==> src/rtl/mem_port_arbiter.sv <==
// mem_port_arbiter: round-robin CPU/debug arbiter for the shared memory port with ready timeout.
module mem_port_arbiter #(
    parameter int AW      = 32,
    parameter int DW      = 32,
    parameter int TIMEOUT = 15
) (
    input  logic          clk,
    input  logic          rst,
    input  logic          cpu_req,
    input  logic          cpu_we,
    input  logic [AW-1:0] cpu_addr,
    input  logic [DW-1:0] cpu_wdata,
    output logic          cpu_ack,
    input  logic          dbg_req,
    input  logic          dbg_we,
    input  logic [AW-1:0] dbg_addr,
    input  logic [DW-1:0] dbg_wdata,
    output logic          dbg_ack,
    output logic [DW-1:0] rdata,
    output logic          err,
    output logic          mem_read,
    output logic          mem_write,
    output logic [AW-1:0] mem_addr,
    output logic [DW-1:0] mem_wdata,
    input  logic [DW-1:0] mem_rdata,
    input  logic          mem_ready,
    output logic          busy,
    output logic          owner
);
    typedef enum logic [1:0] {IDLE, ACCESS, DONE} state_t;
    state_t        r_state, w_next;
    logic          r_last_owner, r_owner, r_we, r_err;
    logic [AW-1:0] r_addr;
    logic [DW-1:0] r_wdata, r_rdata;
    logic [7:0]    r_cnt;
    logic          w_grant, w_pick_dbg, w_timeout;
    assign w_grant    = cpu_req | dbg_req;
    // on a tie the requester that did not win last time gets the port
    assign w_pick_dbg = dbg_req & (~cpu_req | ~r_last_owner);
    assign w_timeout  = r_cnt == 8'(TIMEOUT - 1);
    always_ff @(posedge clk or posedge rst)
        if (rst) r_state <= IDLE;
        else     r_state <= w_next;
    always_comb begin
        w_next = r_state;
        unique case (r_state)
            IDLE:    w_next = w_grant ? ACCESS : IDLE;
            ACCESS:  w_next = (mem_ready || w_timeout) ? DONE : ACCESS;
            default: w_next = IDLE;
        endcase
    end
    always_ff @(posedge clk or posedge rst)
        if (rst) begin
            r_last_owner <= 1'b1;
            r_owner      <= 1'b0;
            r_we         <= 1'b0;
            r_err        <= 1'b0;
            r_addr       <= '0;
            r_wdata      <= '0;
            r_rdata      <= '0;
            r_cnt        <= '0;
        end else if (r_state == IDLE && w_grant) begin
            r_owner      <= w_pick_dbg;
            r_last_owner <= w_pick_dbg;
            r_we         <= w_pick_dbg ? dbg_we : cpu_we;
            r_addr       <= w_pick_dbg ? dbg_addr : cpu_addr;
            r_wdata      <= w_pick_dbg ? dbg_wdata : cpu_wdata;
            r_cnt        <= '0;
        end else if (r_state == ACCESS) begin
            r_cnt <= r_cnt + 8'd1;
            if (mem_ready) begin
                r_err <= 1'b0;
                if (!r_we) r_rdata <= mem_rdata;
            end else if (w_timeout) r_err <= 1'b1;
        end
    assign busy      = r_state != IDLE;
    assign mem_read  = r_state == ACCESS && !r_we;
    assign mem_write = r_state == ACCESS && r_we;
    assign mem_addr  = r_addr;
    assign mem_wdata = r_wdata;
    assign cpu_ack   = r_state == DONE && !r_owner;
    assign dbg_ack   = r_state == DONE && r_owner;
    assign err       = r_state == DONE && r_err;
    assign rdata     = r_rdata;
    assign owner     = r_owner;
endmodule

==> config.mk <==
export PLATFORM = sky130hd
export DESIGN_NAME = mem_port_arbiter
export DESIGN_NICKNAME = d
export VERILOG_FILES = /design/src/rtl/mem_port_arbiter.sv
export SDC_FILE = /design/constraint.sdc
export NUM_CORES = 1
export LEC_CHECK = 0
export BUFFER_PORTS_ARGS = -buffer_cell sky130_fd_sc_hd__buf_2
export CORE_MARGIN = 8
export CORE_UTILIZATION = 42
export CTS_BUF_LIST = sky130_fd_sc_hd__clkbuf_4 sky130_fd_sc_hd__clkbuf_8
export DETAILED_ROUTE_END_ITERATION = 8
export PLACE_DENSITY = 0.85
export SETUP_SLACK_MARGIN = 0.02
export SYNTH_ARGS = -nofsm -noshare
export SYNTH_HDL_FRONTEND = slang
export SYNTH_SLANG_ARGS = --single-unit
==> constraint.sdc <==
create_clock -name clk -period 3.3 [get_ports clk]
set_input_delay 0.33 -clock clk [delete_from_list [all_inputs] [get_ports clk]]
set_output_delay 0.33 -clock clk [all_outputs]
set_load 0.01 [all_outputs]
; ---- After elaboration in Yosys (flattened, before gate mapping)
; Cells that the tools add are included.
[word_totals]
ff_bits = 110
latchBits = 0
ramBits = 0
romBits = 0
input_bits = 167
out_inout_bits = 103
word_cells = 45
n_memories = 0
[op_classes]
addsub = 1
multipliers = 0
n_div = 0
magnitude_cmp = 0
n_eq_ne = 3
shift = 0
n_mux = 10
n_bitwise = 7
reduce_logical = 15
[ops]
columns = op, n
row1 = $mux W32, 2
row2 = $mux W8, 2
row3 = $add A8 B1 Y8 const B, 1
row4 = $eq A8 B4 Y1 const B, 1
row5 = $logic_and A1 B1 Y1, 6
row6 = $reduce_bool A2 Y1, 3
row7 = $mux W1, 4
row8 = $not A1 Y1, 4
row9 = $pmux W2 S2, 1
row10 = $reduce_and A4 Y1, 1
row11 = $reduce_and A3 Y1, 1
row12 = $eq A2 B1 Y1 const B, 1
row13 = $eq A2 B2 Y1 const B, 1
row14 = $logic_not A1 Y1, 2
row15 = $logic_not A2 Y1, 1
row16 = $mux W2, 1
row17 = $or A1 B1 Y1, 2
row18 = $and A1 B1 Y1, 1
row19 = $logic_or A1 B1 Y1, 1

; ---- Depth between registers and ports, before layout
[logic_depth]
depth_word = 4
depth_mapped = 6
depth_no_buf = 5

; ---- Worst setup path after synthesis
; OpenSTA, ideal clock, no wires.
[synth_path]
path_type = register to register
from = register r_state[1]
to = register r_rdata[20] (netlist: rdata[20])
setup_time_ps = 125
t_arrival_ps = 1492
required_time_ps = 3175
slack_ps = 1683
path_stages_with_launch = 6
path_buffers = 2
period_less_slack_ps = 1617
cell_sequence = dfrtp_1 nand2b_1 buf_2 nor3b_4 buf_6 mux2_2
[synth_via]
elab_chain_cells = 4
elab_cells_between_ends = 5
cone_classes = eq/ne: 1 / bitwise: 1 / reduce/logical: 3
[synth_lines]
columns = item, line_no
row1 = from (decl), 31  ; state_t r_state, w_next;
row2 = from (signal assigned), 43  ; else r_state <= w_next;
row3 = $logic_not A2 Y1, 62  ; end else if (r_state == IDLE && w_grant) begin
row4 = $logic_and A1 B1 Y1, 62
row5 = $not A1 Y1 (no source line), -
row6 = $reduce_and A4 Y1 (no source line) (*), -
row7 = to (signal assigned), 73  ; if (!r_we) r_rdata <= mem_rdata;
row8 = to (decl), 34  ; logic [DW-1:0] r_wdata, r_rdata;
; Every way passes the cells marked *; elsewhere a longest branch is shown, timed or not.
; A chain may end at the register's enable or synchronous reset.

; ---- Worst setup path in the final report
[layout_path]
from = register r_state[0]
to = output busy
[layout_via]
elab_chain_cells = 1
[layout_lines]
columns = item, line_no
row1 = $reduce_bool A2 Y1, 76  ; assign busy = r_state != IDLE;
row2 = to (decl), 27  ; output logic busy,
; No other way between the ends.

==> flow_metrics.py <==
metrics = {
    "clock_tree": {
        "cts_buffers": 9,
        "cts_root_buf": "clkbuf_8",
        "ctsHoldBuffers": 0,
        "cts_resized": 0,
        "worst_skew_pair.late_latency_ns": 0.36,
        "post_cts_buffers": 0,
        "cts.sinks": 110,
        "clockBufferDepth": 2,
        "htreeDepth": 3,
        "tritoncts": "built",
        "cts.clk_slew.worst_paths_ns": 0.10,
    },
    "synthesis": {
        "synth.top_cell.area_share_pct": 55.22,
        "yosysWarnings": 0,
        "yosys-top-cells-area": "dfrtp_1 (55%), mux2i_1 (14%), o21ai_0 (14%), mux2_2 (7.1%), clkbuf_1 (1.5%)",
        "synth_top_area_cell": "dfrtp_1",
        "ys_types": 37,
        "syn_nets": 590,
        "ys_seq_area_share_pct": 55.75,
        "synth_area_sq_mm": 0.004940,
        "avgSynthCellArea_sq_um": 11.73,
        "ys_ff_latch": 110,
        "synthCells": 421,
    },
    "timing": {
        "rsz0062_at_grt": "no",
        "tightest_slew_ns": 1.071,
        "layout_min_cycle_time_ns": 2.406,
        "setup_ws_ns": 0.8937,
        "fin_tns_setup_ns": 0,
        "skew_ns": 0.01246,
        "hold_viol": 0,
        "clock.fmax_mhz": 415.6,
        "whs_ns": 0.03870,
        "final.period_utilization_pct": 72.92,
        "drv_slew": 0,
        "relSlewSlack_pct": 28.60,
        "setup_viol": 0,
    },
    "worst_setup_path": {
        "r2r-start": "r_state[1]",
        "crit_buf_inv": 2,
        "worst_r2r_path_depth": 4,
        "crit_arrival_ns": 2.08,
        "cp-end-kind": "primary output",
        "worstSetupStartpointType": "flop",
        "reg2reg_slack_ns": 1.29,
        "cp_slowest_cell": "inv_2",
        "critPathRequiredTime_ns": 2.97,
        "path_delay_family": "buffers and inverters",
        "r2r-end": "mem_wdata[13]",
        "crit_type": "flop to primary output",
        "slowest_delay_ns": 0.79,
        "crit_chain": "nor2_1, inv_2, buf_2",
        "worstPathMaxFanout": 74,
    },
    "grt": {
        "antenna_found_initial": 2,
        "grt_max_degree": 75,
        "grt-ovfl-total": 0,
        "grt_pass1_vias": 4661,
        "grt_use_total_pct": 18.35,
        "grt_pass1_wl_microns": 23680,
    },
    "layout": {
        "nFillCells": 971,
        "final_util_pct": 57.30,
        "final_layout_size_suffix_gt1_share_pct": 48.45,
        "final_cell_mix": "buf_2 (269), o21ai_0 (133), dfrtp_1 (109), mux2i_1 (68), mux2_2 (31)",
        "multi_input_area_sq_mm": 0.002033,
        "antennaDiodeCount": 0,
        "nNetsFinal": 843,
        "final_common_cell": "buf_2",
        "seq_area_sq_mm": 0.002754,
        "syn2layout_area_growth_pct": 33.03,
    },
    "power_and_ir_drop": {
        "power_frac_comb_pct": 43.1,
        "leakagePower_uw": 0.003307,
        "intPower_uw": 3308,
        "sw_frac_of_total_pct": 39.31,
        "p_sw_uw": 2142,
        "power_density_mw_per_mm2": 829.4,
        "seq_power_share_pct": 42.6,
        "pwr-share-clk_pct": 14.2,
        "vdd_drop_max_mv": 0.4608,
        "finalPower_uw": 5450,
    },
    "detailed_routing": {
        "wl_per_cell_microns": 17.77,
        "first_pass_iters": 4,
        "drt_wl_total_microns": 14610,
        "ant_nets": 0,
        "drc": 0,
        "viasPerCell": 5.262,
        "num_vias": 4325,
        "initialDrtViolationCount": 271,
    },
    "floorplan": {
        "die_x_microns": 124.5,
        "start_util_pct": 43.08,
        "io_pins": 270,
        "core_area_sq_mm": 0.01147,
        "fp.dieH_microns": 124.5,
        "rows": 39,
        "die_area_sq_mm": 0.01549,
    },
    "placement": {
        "port_buffers": 269,
        "hpwl_microns": 11320,
        "gp_congestion": 0.7933,
        "place_ws_ns": 1.284,
    },
    "outcome": {
        "outcome": "finished, final reports clean",
    },
    "job": {
        "max_cap_violations": 0,
    },
    "min_path": {
        "hold_path_class": "input pin to asynchronous set/reset pin",
    },
}
-- layout make-up --
| class | count | area share [%] |
|---|---|---|
| clock buffer | 11 | 2.209 |
| clock inverter | 5 | 0.6474 |
| inverter | 3 | 0.2094 |
| multi-input combinational | 275 | 30.94 |
| sequential | 110 | 41.91 |
| tap | 143 | 2.723 |
| timing repair buffer | 275 | 21.36 |
-- cells in the mapped netlist, drive strengths merged --
| cell | instances |
|---|---|
| dfrtp | 109 |
| nand3b | 1 |
| o211ai | 3 |
| and4b | 1 |
| a21oi | 1 |
| or3 | 1 |
| nor3 | 1 |
| o21ai | 137 |
| nand4b | 1 |
| clkbuf | 20 |
| dfstp | 1 |
| and3b | 2 |
| ha | 2 |
| a22o | 1 |
| o21a | 1 |
| o221ai | 2 |
| mux2 | 32 |
| a21boi | 1 |
| nand2 | 3 |
| inv | 3 |
| nor2b | 1 |
| nor3b | 2 |
| a31oi | 1 |
| and3 | 1 |
| and2 | 1 |
| nand4 | 2 |
| o31ai | 3 |
| buf | 13 |
| a2bb2oi | 1 |
| nand2b | 1 |
| mux2i | 68 |
| nor2 | 4 |
-- sequential cells by signal, summed over array words and instances, names as in the netlist --
name,flops
r_state,2
owner,1
mem_addr,32
rdata,32
r_last_owner,1
mem_wdata,32
r_err,1
r_cnt,8
r_we,1
-- metal layers --
metal	share of wire, %	routed length (microns)	GRT usage, %
met1	40	5826	20.69
met2	50	7300	31.42
met3	8.0	1168	6.383
met4	2.0	291	6.591
met5	0.14	20	0
-- power by group through the flow --
stage               sequential [uW]  clock, uW  combinational, uW
finish                         2320        775               2350
global route                   2400        859               2600
CTS                            2320        801               2400
detailed placement             2340          0               2400
global placement               2310          0               2310
floorplan                      2600          0               1090
-- per-stage QoR --
stage	instance area, sq um	instances
after CTS	6571	822
after global placement	6384	806
after global routing	6571	822
after detailed placement	6384	806
final	6571	822
after floorplan	4940	421
-- kinds of logic (layout without fill, tap and decap cells) --
kind of cell / count (synthesis) / count (layout) / synth area share [%]
and+or+nand+nor: 22 / 22 / 2.939
DFF: 110 / 110 / 55.75
adders and majority gates: 2 / 2 / 0.5065
AOI/OAI and AO/OA: 151 / 151 / 16.03
muxes: 100 / 100 / 21.07
buffers and inverters: 36 / 294 / 3.698
-- worst max-delay path by stage --
stage	start	endpoint	slack (ns)	cells after the start
floorplan	rst	mem_addr[0]	0.07	1
global placement	r_state[1]	busy	1.37	3
detailed placement	cpu_req	mem_wdata[21]	1.28	5
CTS	r_state[0]	busy	0.87	3
global route	r_state[0]	busy	0.67	3
finish	r_state[0]	busy	0.89	3
-- worst reg2reg max path, cell delays in order, from the launching register on --
cell and delay, ns:
dfrtp_1 0.45, nor2_1 0.40, inv_2 0.52, o21ai_0 0.37, o21ai_0 0.13
Power figures use the tool's default switching activity.
